==> config.mk <==
export PLATFORM = sky130hd
export DESIGN_NAME = pci_target_ready_ctrl_flat
export DESIGN_NICKNAME = d
export VERILOG_FILES = /design/src/rtl/pci_target_ready_ctrl_pkg.sv /design/src/rtl/pci_target_ready_ctrl_if.sv /design/src/rtl/pci_target_ready_ctrl_wait_counter.sv /design/src/rtl/pci_target_ready_ctrl.sv /design/src/flat_wrapper.sv
export SDC_FILE = /design/constraint.sdc
export NUM_CORES = 1
export LEC_CHECK = 0
export BUFFER_PORTS_ARGS = -buffer_cell sky130_fd_sc_hd__buf_2
export CORE_UTILIZATION = 45
export DETAILED_ROUTE_END_ITERATION = 12
export PLACE_DENSITY = 0.68
export SETUP_SLACK_MARGIN = 0.2
export SLEW_MARGIN = 20
export SYNTH_ARGS = -nofsm -noshare
export SYNTH_HDL_FRONTEND = slang
export SYNTH_SLANG_ARGS = --single-unit
==> constraint.sdc <==
create_clock -name clk -period 2.89 [get_ports clk]
set_input_delay 0 -clock clk [delete_from_list [all_inputs] [get_ports clk]]
set_output_delay 0 -clock clk [all_outputs]
set_load 0.02 [all_outputs]
==> src/rtl/pci_target_ready_ctrl_pkg.sv <==
`default_nettype none
// ============================================================================
// Module      : pci_tgt_pkg
// Description : Shared types and constants for the PCI target-ready
//               controller: FSM state encoding, active-low signal levels
//               and a counter-width helper.
// Revision    : 1.0 - initial release
// ============================================================================
package pci_tgt_pkg;

  // Target-side transaction state.
  typedef enum logic [1:0] {
    S_IDLE       = 2'd0,
    S_WAIT       = 2'd1,
    S_READY      = 2'd2,
    S_DISCONNECT = 2'd3
  } tgt_state_e;

  // PCI control lines are active low.
  localparam logic c_ASSERT_N   = 1'b0;
  localparam logic c_DEASSERT_N = 1'b1;

  // Bits needed to hold values 0..max_val; never narrower than one bit so
  // a zero-valued parameter still yields a legal vector.
  function automatic int cnt_width(input int max_val);
    return (max_val < 1) ? 1 : $clog2(max_val + 1);
  endfunction

endpackage
`default_nettype wire

==> src/rtl/pci_target_ready_ctrl_if.sv <==
`default_nettype none
// ============================================================================
// Module      : pci_target_ready_ctrl_if
// Description : Bus bundle between the DEVSEL decoder / initiator side /
//               storage block and the target-ready controller.
//   devsel_n, frame_n, irdy_n, storage_ready : into the controller
//   trdy_n, stop_n, data_xfer, burst_count   : out of the controller
//   master modport : the side that drives the bus inputs
//   slave  modport : the target-ready controller
// Revision    : 1.0 - initial release
// ============================================================================
interface pci_target_ready_ctrl_if #(
  parameter int CNT_W = 4
) ();

  logic             devsel_n;
  logic             frame_n;
  logic             irdy_n;
  logic             storage_ready;
  logic             trdy_n;
  logic             stop_n;
  logic             data_xfer;
  logic [CNT_W-1:0] burst_count;

  modport master (
    output devsel_n,
    output frame_n,
    output irdy_n,
    output storage_ready,
    input  trdy_n,
    input  stop_n,
    input  data_xfer,
    input  burst_count
  );

  modport slave (
    input  devsel_n,
    input  frame_n,
    input  irdy_n,
    input  storage_ready,
    output trdy_n,
    output stop_n,
    output data_xfer,
    output burst_count
  );

endinterface
`default_nettype wire

==> src/rtl/pci_target_ready_ctrl_wait_counter.sv <==
`default_nettype none
// ============================================================================
// Module      : pci_wait_counter
// Description : Loadable down-counter with a zero flag, clocked on the
//               falling edge of the PCI clock.
//   i_clk  -> clk, rst : falling-edge clock, synchronous active-high reset
//   i_load / i_load_val : load a new count (load wins over decrement)
//   i_dec               : decrement by one (saturates at zero)
//   o_zero              : count is zero
// Revision    : 1.0 - initial release
// ============================================================================
module pci_wait_counter #(
  parameter int WIDTH = 1
) (
  input  wire logic             clk,
  input  wire logic             rst,
  input  wire logic             i_load,
  input  wire logic [WIDTH-1:0] i_load_val,
  input  wire logic             i_dec,
  output logic                  o_zero
);

  logic [WIDTH-1:0] r_count;

  always_ff @(negedge clk) begin
    if (rst) begin
      r_count <= '0;
    end else if (i_load) begin
      r_count <= i_load_val;
    end else if (i_dec && (r_count != '0)) begin
      r_count <= r_count - WIDTH'(1);
    end
  end

  assign o_zero = (r_count == '0);

endmodule
`default_nettype wire

==> src/rtl/pci_target_ready_ctrl.sv <==
`default_nettype none
// ============================================================================
// Module      : pci_target_ready_ctrl
// Description : PCI target-ready controller. Drives TRDY#/STOP# for a
//               claimed transaction with programmable initial wait states,
//               storage-paced wait insertion, data-phase counting and a
//               target disconnect after MAX_BURST phases.
//   clk  : PCI clock, all registers update on the falling edge
//   rst  : synchronous active-high reset
//   bus  : slave modport (devsel_n, frame_n, irdy_n, storage_ready in;
//          trdy_n, stop_n, data_xfer, burst_count out)
// Revision    : 1.0 - initial release
// ============================================================================
module pci_target_ready_ctrl
  import pci_tgt_pkg::*;
#(
  parameter int INITIAL_WAIT = 0,
  parameter int MAX_BURST    = 8,
  parameter int CNT_W        = cnt_width(MAX_BURST)
) (
  input  wire logic                clk,
  input  wire logic                rst,
  pci_target_ready_ctrl_if.slave   bus
);

  localparam int WAIT_W       = cnt_width(INITIAL_WAIT);
  localparam int c_WAIT_LOAD  = (INITIAL_WAIT > 0) ? INITIAL_WAIT - 1 : 0;
  localparam bit c_NO_WAIT    = (INITIAL_WAIT == 0);

  tgt_state_e       r_state;
  tgt_state_e       w_state_nxt;
  logic             r_trdy_n;
  logic             w_trdy_nxt;
  logic             r_stop_n;
  logic             w_stop_nxt;
  logic             r_data_xfer;
  logic [CNT_W-1:0] r_burst_count;

  logic             w_xfer;
  logic             w_count_en;
  logic             w_count_clr;
  logic             w_last_allowed;
  logic             w_wait_load;
  logic             w_wait_dec;
  logic             w_wait_zero;

  // A data phase completes when both sides are ready at the sampling edge.
  assign w_xfer         = (r_trdy_n == c_ASSERT_N) && (bus.irdy_n == c_ASSERT_N);
  // This transfer is the last one the target will take in this burst.
  assign w_last_allowed = (r_burst_count == CNT_W'(MAX_BURST - 1));

  pci_wait_counter #(
    .WIDTH (WAIT_W)
  ) u_wait_counter (
    .clk        (clk),
    .rst        (rst),
    .i_load     (w_wait_load),
    .i_load_val (WAIT_W'(c_WAIT_LOAD)),
    .i_dec      (w_wait_dec),
    .o_zero     (w_wait_zero)
  );

  always_ff @(negedge clk) begin
    if (rst) begin
      r_state       <= S_IDLE;
      r_trdy_n      <= c_DEASSERT_N;
      r_stop_n      <= c_DEASSERT_N;
      r_data_xfer   <= 1'b0;
      r_burst_count <= '0;
    end else begin
      r_state     <= w_state_nxt;
      r_trdy_n    <= w_trdy_nxt;
      r_stop_n    <= w_stop_nxt;
      r_data_xfer <= w_count_en;
      if (w_count_clr) begin
        r_burst_count <= '0;
      end else if (w_count_en) begin
        r_burst_count <= r_burst_count + CNT_W'(1);
      end
    end
  end

  always_comb begin
    w_state_nxt = r_state;
    w_trdy_nxt  = r_trdy_n;
    w_stop_nxt  = r_stop_n;
    w_count_en  = 1'b0;
    w_count_clr = 1'b0;
    w_wait_load = 1'b0;
    w_wait_dec  = 1'b0;

    case (r_state)
      S_IDLE: begin
        w_trdy_nxt = c_DEASSERT_N;
        w_stop_nxt = c_DEASSERT_N;
        if (bus.devsel_n == c_ASSERT_N) begin
          w_count_clr = 1'b1;
          if (c_NO_WAIT) begin
            w_state_nxt = S_READY;
            w_trdy_nxt  = ~bus.storage_ready;
          end else begin
            w_state_nxt = S_WAIT;
            w_wait_load = 1'b1;
          end
        end
      end

      S_WAIT: begin
        w_trdy_nxt = c_DEASSERT_N;
        w_stop_nxt = c_DEASSERT_N;
        if (bus.devsel_n == c_DEASSERT_N) begin
          w_state_nxt = S_IDLE;
        end else if (!w_wait_zero) begin
          w_wait_dec = 1'b1;
        end else begin
          w_state_nxt = S_READY;
          w_trdy_nxt  = ~bus.storage_ready;
        end
      end

      S_READY: begin
        w_stop_nxt = c_DEASSERT_N;
        if (bus.devsel_n == c_DEASSERT_N) begin
          // Claim lost: abandon the phase without counting it.
          w_state_nxt = S_IDLE;
          w_trdy_nxt  = c_DEASSERT_N;
        end else if (w_xfer) begin
          w_count_en = 1'b1;
          if (bus.frame_n == c_DEASSERT_N) begin
            w_state_nxt = S_IDLE;
            w_trdy_nxt  = c_DEASSERT_N;
          end else if (w_last_allowed) begin
            w_state_nxt = S_DISCONNECT;
            w_trdy_nxt  = c_DEASSERT_N;
            w_stop_nxt  = c_ASSERT_N;
          end else begin
            w_trdy_nxt = ~bus.storage_ready;
          end
        end else if (r_trdy_n == c_ASSERT_N) begin
          // TRDY# may not be withdrawn until the phase completes.
          w_trdy_nxt = c_ASSERT_N;
        end else begin
          w_trdy_nxt = ~bus.storage_ready;
        end
      end

      S_DISCONNECT: begin
        w_trdy_nxt = c_DEASSERT_N;
        w_stop_nxt = c_ASSERT_N;
        if ((bus.frame_n == c_DEASSERT_N) || (bus.devsel_n == c_DEASSERT_N)) begin
          w_state_nxt = S_IDLE;
          w_stop_nxt  = c_DEASSERT_N;
        end
      end

      default: begin
        w_state_nxt = S_IDLE;
        w_trdy_nxt  = c_DEASSERT_N;
        w_stop_nxt  = c_DEASSERT_N;
      end
    endcase
  end

  assign bus.trdy_n      = r_trdy_n;
  assign bus.stop_n      = r_stop_n;
  assign bus.data_xfer   = r_data_xfer;
  assign bus.burst_count = r_burst_count;

endmodule
`default_nettype wire

==> src/flat_wrapper.sv <==
// flat-port wrapper written by rule: the top's interface ports become plain ports
module pci_target_ready_ctrl_flat import pci_tgt_pkg::*;
#(
  parameter int INITIAL_WAIT = 0,
  parameter int MAX_BURST    = 8,
  parameter int CNT_W        = cnt_width(MAX_BURST)
)
  (clk, rst, bus_devsel_n, bus_frame_n, bus_irdy_n, bus_storage_ready, bus_trdy_n, bus_stop_n, bus_data_xfer, bus_burst_count);
  pci_target_ready_ctrl_if #(.CNT_W(CNT_W)) bus_i ();
  input  wire logic clk;
  input  wire logic rst;
  input wire logic [$bits(bus_i.devsel_n)-1:0] bus_devsel_n;
  input wire logic [$bits(bus_i.frame_n)-1:0] bus_frame_n;
  input wire logic [$bits(bus_i.irdy_n)-1:0] bus_irdy_n;
  input wire logic [$bits(bus_i.storage_ready)-1:0] bus_storage_ready;
  output wire logic [$bits(bus_i.trdy_n)-1:0] bus_trdy_n;
  output wire logic [$bits(bus_i.stop_n)-1:0] bus_stop_n;
  output wire logic [$bits(bus_i.data_xfer)-1:0] bus_data_xfer;
  output wire logic [$bits(bus_i.burst_count)-1:0] bus_burst_count;
  assign bus_i.devsel_n = bus_devsel_n;
  assign bus_i.frame_n = bus_frame_n;
  assign bus_i.irdy_n = bus_irdy_n;
  assign bus_i.storage_ready = bus_storage_ready;
  assign bus_trdy_n = bus_i.trdy_n;
  assign bus_stop_n = bus_i.stop_n;
  assign bus_data_xfer = bus_i.data_xfer;
  assign bus_burst_count = bus_i.burst_count;
  pci_target_ready_ctrl #(.INITIAL_WAIT(INITIAL_WAIT), .MAX_BURST(MAX_BURST), .CNT_W(CNT_W)) u_core (.clk(clk), .rst(rst), .bus(bus_i));
endmodule
-- Word-level counts from Yosys, hierarchy flattened
Cells that the tools add are included.
- $add $sub $neg: 2
- $mul: 0
- divide/modulo/power cells: 0
- $lt $le $gt $ge: 0
- equality and inequality tests: 9
- shift-type cells: 0
- muxes and demuxes: 32
- bitwise gates (word level): 3
- reductions and logical operators: 7
- operators with widths (cell ; number):
    $mux 1 ; 21
    $mux 2 ; 8
    $pmux 2 s4 ; 1
    $reduce_and 5->1 ; 1
    $add 4x1->4 const B ; 1
    $eq 2x2->1 const B ; 2
    $eq 4x3->1 const B ; 1
    $ne 4x3->1 const B ; 1
    $pmux 1 s4 ; 1
    $reduce_or 2->1 ; 2
    $ne 3x2->1 const B ; 1
    $ne 3x3->1 const B ; 1
    $not 1->1 ; 3
    $pmux 1 s3 ; 1
    $eq 2x1->1 const B ; 1
    $logic_and 1x1->1 ; 2
    $logic_not 2->1 ; 1
    $ne 2x1->1 const B ; 1
    $ne 2x2->1 const B ; 1
    $logic_or 1x1->1 ; 1
    $sub 1x1->1 const B ; 1
- register bits: 10
- bits in latches: 0
- RAM bits: 0
- memory bits (read-only): 0
- input bits: 6
- memories: 0

-- Logic depth before layout (Yosys ltp)
Gate-level depths: netlist (run 1).
- word-level depth: 6
- depth in mapped cells: 6

-- By module
Synthesis (run 1) repeated with hierarchy kept, for this count alone.
- cell total of the unflattened synthesis: 67
- area total of the unflattened synthesis: 633.1 um^2
- by module, submodules not included (module ; instances ; cells each ; area an instance (um^2)):
    pci_target_ready_ctrl ; 1 ; 62 ; 581.8
    pci_wait_counter ; 1 ; 5 ; 51.3

==> results_dict.tcl, run 1 <==
set metrics [dict create \
    clkLatencyLatePin_ns 0.34 \
    p_int_w 0.000264 \
    worst_setup_path_start_kind "register" \
    setup_viol 0 \
    peakVddDrop_mv 0.294 \
    p_leak_nw 0.340 \
    layout_common_cells "inv_1, buf_2, dfxtp_1" \
    cp_data_arrival_time_ns 2.41 \
    hold_buffers 0 \
    hold_path.class "register to register" \
    yosys.area.top_type "dfxtp_1" \
    critPathMaxStageDelay_ns 0.42 \
    path_clk_slew_ns 0.04 \
    drv_slew 0 \
    worstMarginPinSlew_ns 0.348 \
    wl_mm 1.22 \
    clockBufferDepth 2 \
    place_hpwl_um 885 \
    crit_family "flip-flops" \
    switching_power_w 0.000158 \
    netlist.area_leader.share_pct 32.2 \
    synth_seq_area_share_pct 32.2 \
    drtIter0Drc 3 \
    dr.pass1.iters 3 \
    numCtsBuffers 3 \
    drv_cap 0 \
    ant_nets 0 \
    rrSetupSlack_ns 1.26 \
    synth_nets 79 \
    portBuffers 12 \
    netlist_area_sq_um 622 \
    avgSynthCellArea_sq_um 9.28 \
    synth_area_leaders "dfxtp_1, ha_1, mux2i_1" \
    status "finished clean" \
    coreArea_sq_um 1280 \
    crit_path_cell_trace "buf_2" \
    post_cts_resized 0 \
    gr-total-overflow 0 \
    crit_fanout 6 \
    vias 531 \
    die_h_um 39.2 \
    cp-end-kind "primary output" \
    skew_ns 0.0118 \
    grt_antenna_before_repair 0 \
    p_clk_share_pct 38.6 \
    synthCells 67 \
    grt_pass1_vias 525 \
    insertedDiodeCount 0 \
    drive_gt1_share_pct 23.1 \
    post-route-cell-area_sq_um 758 \
    drc 0 \
    slowest_stage "dfxtp_1" \
    critPathBufInv 1 \
    gp_congestion 0.690 \
    synth_warnings 0 \
    io_pins 13 \
    syn2layout_area_growth_pct 21.9 \
    p_seq_share_pct 37.1 \
    h-tree-depth 1 \
    grt_pass1_wl_mm 2.01 \
    cts_setup_buffers 0 \
    final_hold_viol_count 0 \
    die-area_sq_um 1530 \
    switching_share_pct 37.4 \
    max-slew-margin-rel_pct 76.8 \
    grtUsageTotal_pct 19.6 \
    required_ns 2.89 \
    cts_tree "yes" \
    start_util_pct 48.4 \
    die_w_um 39.2 \
    pwr-share-comb_pct 24.3 \
    critPathKind "register to primary output" \
    rows 13 \
    grt_max_degree 12 \
    rsz0062_at_grt "no" \
    synth_seq_cells 10 \
    final_common_cell "inv_1" \
    cts_root_buffer "clkbuf_4" \
    via_per_inst 5.01 \
    cts.sinks 10 \
    placed_area_sq_um 697 \
    wl_per_cell_um 11.5 \
    power_density_nw_per_um2 556 \
    fin_tns_setup_ns 0 \
    ys_types 29 \
    nets 104 \
]
[sequential cells by signal, summed over array words and instances, names as in the netlist]
| register | cells |
|---|---|
| u_core.bus.data_xfer | 1 |
| u_core.bus.burst_count | 4 |
| u_core.r_state | 2 |
| u_core.bus.stop_n | 1 |
| u_core.bus.trdy_n | 1 |
| u_core.u_wait_counter.r_count | 1 |
[kinds of logic (layout without fill, tap and decap cells)]
kind of cell,after synthesis,in the layout,share of synthesized area (%)
mux,4,4,6.44
buf+inv,8,32,5.43
simple gates,25,25,25.8
compound gates,12,12,15.3
flops,10,10,32.2
xor+xnor,2,2,2.82
fa+ha+maj,6,6,12.1
[synthesized netlist by cell type]
cell type,count
xor2_1,1
or2_1,1
a2111oi_4,1
clkbuf_1,1
nand2b_1,6
inv_1,5
o21ai_0,2
xnor2_1,1
a21oi_2,1
o21bai_1,1
a21o_1,1
nor3b_1,1
or4_1,2
dfxtp_1,10
nand3b_1,1
buf_4,1
nor4_1,2
nand4_1,1
nand2_1,3
nor2_1,4
mux2i_1,4
nor4b_4,1
ha_1,6
inv_2,1
a31oi_1,1
nor3_1,1
nor2b_1,2
a211oi_1,1
a21oi_1,4
[through the flow]
stage	power (W)	hold WS [ns]	utilization, %	cells	setup WS, ns
after floorplan	0.000260	0.432	-	67	0.526
after global placement	0.000282	0.451	54.2	93	0.378
after detailed placement	0.000284	0.458	54.2	93	0.389
after CTS	0.000433	0.463	59.0	106	0.462
after global routing	0.000455	0.471	59.0	106	0.408
final	0.000421	0.461	59.0	106	0.479
[area by class of cell]
class,count,area [sq um]
tap,15,18.8
inverter,5,18.8
sequential,10,200
fill,121,527
clock buffer,3,22.5
clock inverter,11,42.5
timing repair buffer,13,67.6
multi-input combinational,49,388
[path summary, 6_finish.rpt]
| kind | startpoint | end | cells past startpoint |
|---|---|---|---|
| worst max-delay path | u_core.bus.trdy_n$_SDFF_NP1_ | bus_trdy_n | 1 |
| worst min-delay path | u_core.u_wait_counter.r_count$_SDFFE_NP0P_ | u_core.u_wait_counter.r_count$_SDFFE_NP0P_ | 2 |
| worst max register to register | u_core.r_state[0]$_SDFFE_NP0P_ | u_core.r_state[1]$_SDFFE_NP0P_ | 6 |
| worst min register to register | u_core.u_wait_counter.r_count$_SDFFE_NP0P_ | u_core.u_wait_counter.r_count$_SDFFE_NP0P_ | 2 |
[routing by layer]
layer,vias to the layer above,share of wire [%],track usage (%)
met3,0,6.3,8.67
met4,0,0,11.2
met5,-,0,0
met1,237,46,21.1
li1,280,-,-
met2,14,48,31.3
[power by group through the flow]
stage | Clock [W] | Sequential, W | Combinational [W]
floorplan | 0.0000234 | 0.000160 | 0.0000769
global placement | 0.0000234 | 0.000158 | 0.000100
global route | 0.000186 | 0.000158 | 0.000112
CTS | 0.000173 | 0.000156 | 0.000104
finish | 0.000163 | 0.000157 | 0.000102
detailed placement | 0.0000234 | 0.000158 | 0.000102
Note: power is estimated with default switching activity, not from simulation.
==> inputs of run 2 (changes only) <==
Settings changed: PLACE_DENSITY 0.68 to 0.7.
Clock period 2.89 ns to 2.1 ns, I/O delays scaled along.
==> run 2 against run 1 <==
Compared with the run above:
- power grew 38%
- setup slack lost 0.27 ns
- non-clock buffer count grew 3
- hold slack improved by 0.016 ns
- critical endpoint unchanged
- final cell count grew 2.8%
- global-route usage down 1.6 points
- combinational power grew 50%
- clock skew grew 0.0038 ns
- design area grew 8.9%
- count of clock-buffer cells in the layout stayed put
- first-iteration DRC count grew to 3.3 times the previous value
==> results_dict.tcl, run 2 (synthesis results as in run 1) <==
set metrics [dict create \
    status "finished clean" \
    peakVddDrop_mv 0.479 \
    gr-usage-met2_pct 26.3 \
    numCtsBuffers 3 \
    grt_max_degree 9 \
    place_hpwl_um 917 \
    worstMarginPinSlew_ns 0.396 \
    path_clk_slew_ns 0.05 \
    setup_viol 0 \
    fin_util_pct 64.3 \
    portBuffers 12 \
    crit_path_cell_trace "buf_6" \
    gr-usage-met1_pct 19.5 \
    ant_nets 0 \
    cp_data_arrival_time_ns 1.89 \
    nets 107 \
    hold_start "u_core.u_wait_counter.r_count$_SDFFE_NP0P_" \
    clkLatencyLatePin_ns 0.33 \
    grt_pass1_wl_mm 1.79 \
    grtUsageTotal_pct 18.0 \
    h-tree-depth 1 \
    grt.busiest_layer "met2" \
    cts.sinks 10 \
    wl_per_cell_um 12.0 \
    drv_cap 0 \
    gp_congestion 0.710 \
    startpoint "u_core.bus.trdy_n$_SDFF_NP1_" \
    grt_antenna_before_repair 0 \
    required_ns 2.10 \
    critPathKind "register to primary output" \
    nFillCells 105 \
    cp-end-kind "primary output" \
    skew_ns 0.0155 \
    gr-total-overflow 0 \
    cts_root_buffer "clkbuf_4" \
    rows 13 \
    drive_gt1_share_pct 30.9 \
    die_w_um 39.2 \
    drc 0 \
    postLayoutSetupSlackWorst_ns 0.208 \
    p_leak_nw 0.366 \
    clockBufferDepth 2 \
    power_density_nw_per_um2 706 \
    finalPower_w 0.000583 \
    grt_pass1_vias 448 \
    largest_register_ffs 4 \
    critPathBufInv 1 \
    drtIter0Drc 10 \
    r2r-start "u_core.r_state[0]$_SDFFE_NP0P_" \
    syn2layout_area_growth_pct 32.8 \
    wl_mm 1.31 \
    final_common_cell "inv_1" \
    layout_common_cells "inv_1, buf_2, nand2b_1, ha_1" \
    max-slew-margin-rel_pct 73.5 \
    start_util_pct 48.4 \
    cts_tree "yes" \
    hold_path.class "register to register" \
    rsz0062_at_grt "yes" \
    dr.pass1.iters 4 \
    critPathMaxStageDelay_ns 0.38 \
    crit_family "flip-flops" \
    globalRouteMet3Util_pct 12.1 \
    drv_slew 0 \
    insertedDiodeCount 0 \
    slowest_stage "dfxtp_4" \
    vias 569 \
    final_hold_viol_count 0 \
    die-area_sq_um 1530 \
    die_h_um 39.2 \
    via_per_inst 5.22 \
    dp_slack_ns -0.0162 \
    crit_fanout 6 \
    worst_setup_path_start_kind "register" \
    coreArea_sq_um 1280 \
    io_pins 13 \
]
==> run 2: metrics by stage <==
stage               instance area [sq um]  TNS [ns]  hold WS (ns)  std cells
floorplan                             627         0         0.432         67
global placement                      724         0         0.447         95
detailed placement                    724   -0.0193         0.463         95
CTS                                   805         0         0.467        108
global route                          826         0         0.491        109
finish                                826         0         0.477        109
==> run 2: worst paths after layout <==
| kind | end | slack (ns) | cells past startpoint |
|---|---|---|---|
| min reg2reg | u_core.u_wait_counter.r_count$_SDFFE_NP0P_ | 0.48 | 2 |
| max reg2reg | u_core.r_state[0]$_SDFFE_NP0P_ | 0.49 | 6 |
| min | u_core.u_wait_counter.r_count$_SDFFE_NP0P_ | 0.48 | 2 |
| max | bus_trdy_n | 0.21 | 1 |
==> run 2: what timing repair did <==
item / 4_1_cts / 5_1_grt
setup buffers: 0 / 1
resized for setup: 10 / 4
hold buffers: 0 / 0
setup endpoints to repair: 5 / 4
==> run 2: worst reg2reg max path, cell delays in order (launching register included) <==
cell       delay, ns
dfxtp_1         0.37
inv_1           0.10
ha_1            0.27
o21ai_0         0.10
nor2_1          0.08
a2111oi_4       0.40
mux2i_1         0.22
==> run 2: area by class of cell <==
class                      count  area [sq um]  area share, %
tap                           15          18.8           2.27
clock buffer                   3          22.5           2.73
sequential                    10           209           25.3
clock inverter                11          42.5           5.15
multi-input combinational     49           388           47.0
inverter                       5          18.8           2.27
timing repair buffer          16           126           15.3
==> run 2: routing by layer <==
layer | routed length (um) | vias up | share of wire, %
met4 | 10 | 0 | 0.77
met5 | 0 | - | 0
li1 | - | 285 | -
met1 | 576 | 261 | 44
met3 | 95 | 2 | 7.3
met2 | 623 | 21 | 48
==> run 2: power by group <==
| group | internal, W | switching, W | total [W] |
|---|---|---|---|
| clock network | 0.0000946 | 0.000118 | 0.000212 |
| registers | 0.000203 | 0.0000146 | 0.000218 |
| logic | 0.0000759 | 0.0000769 | 0.000153 |
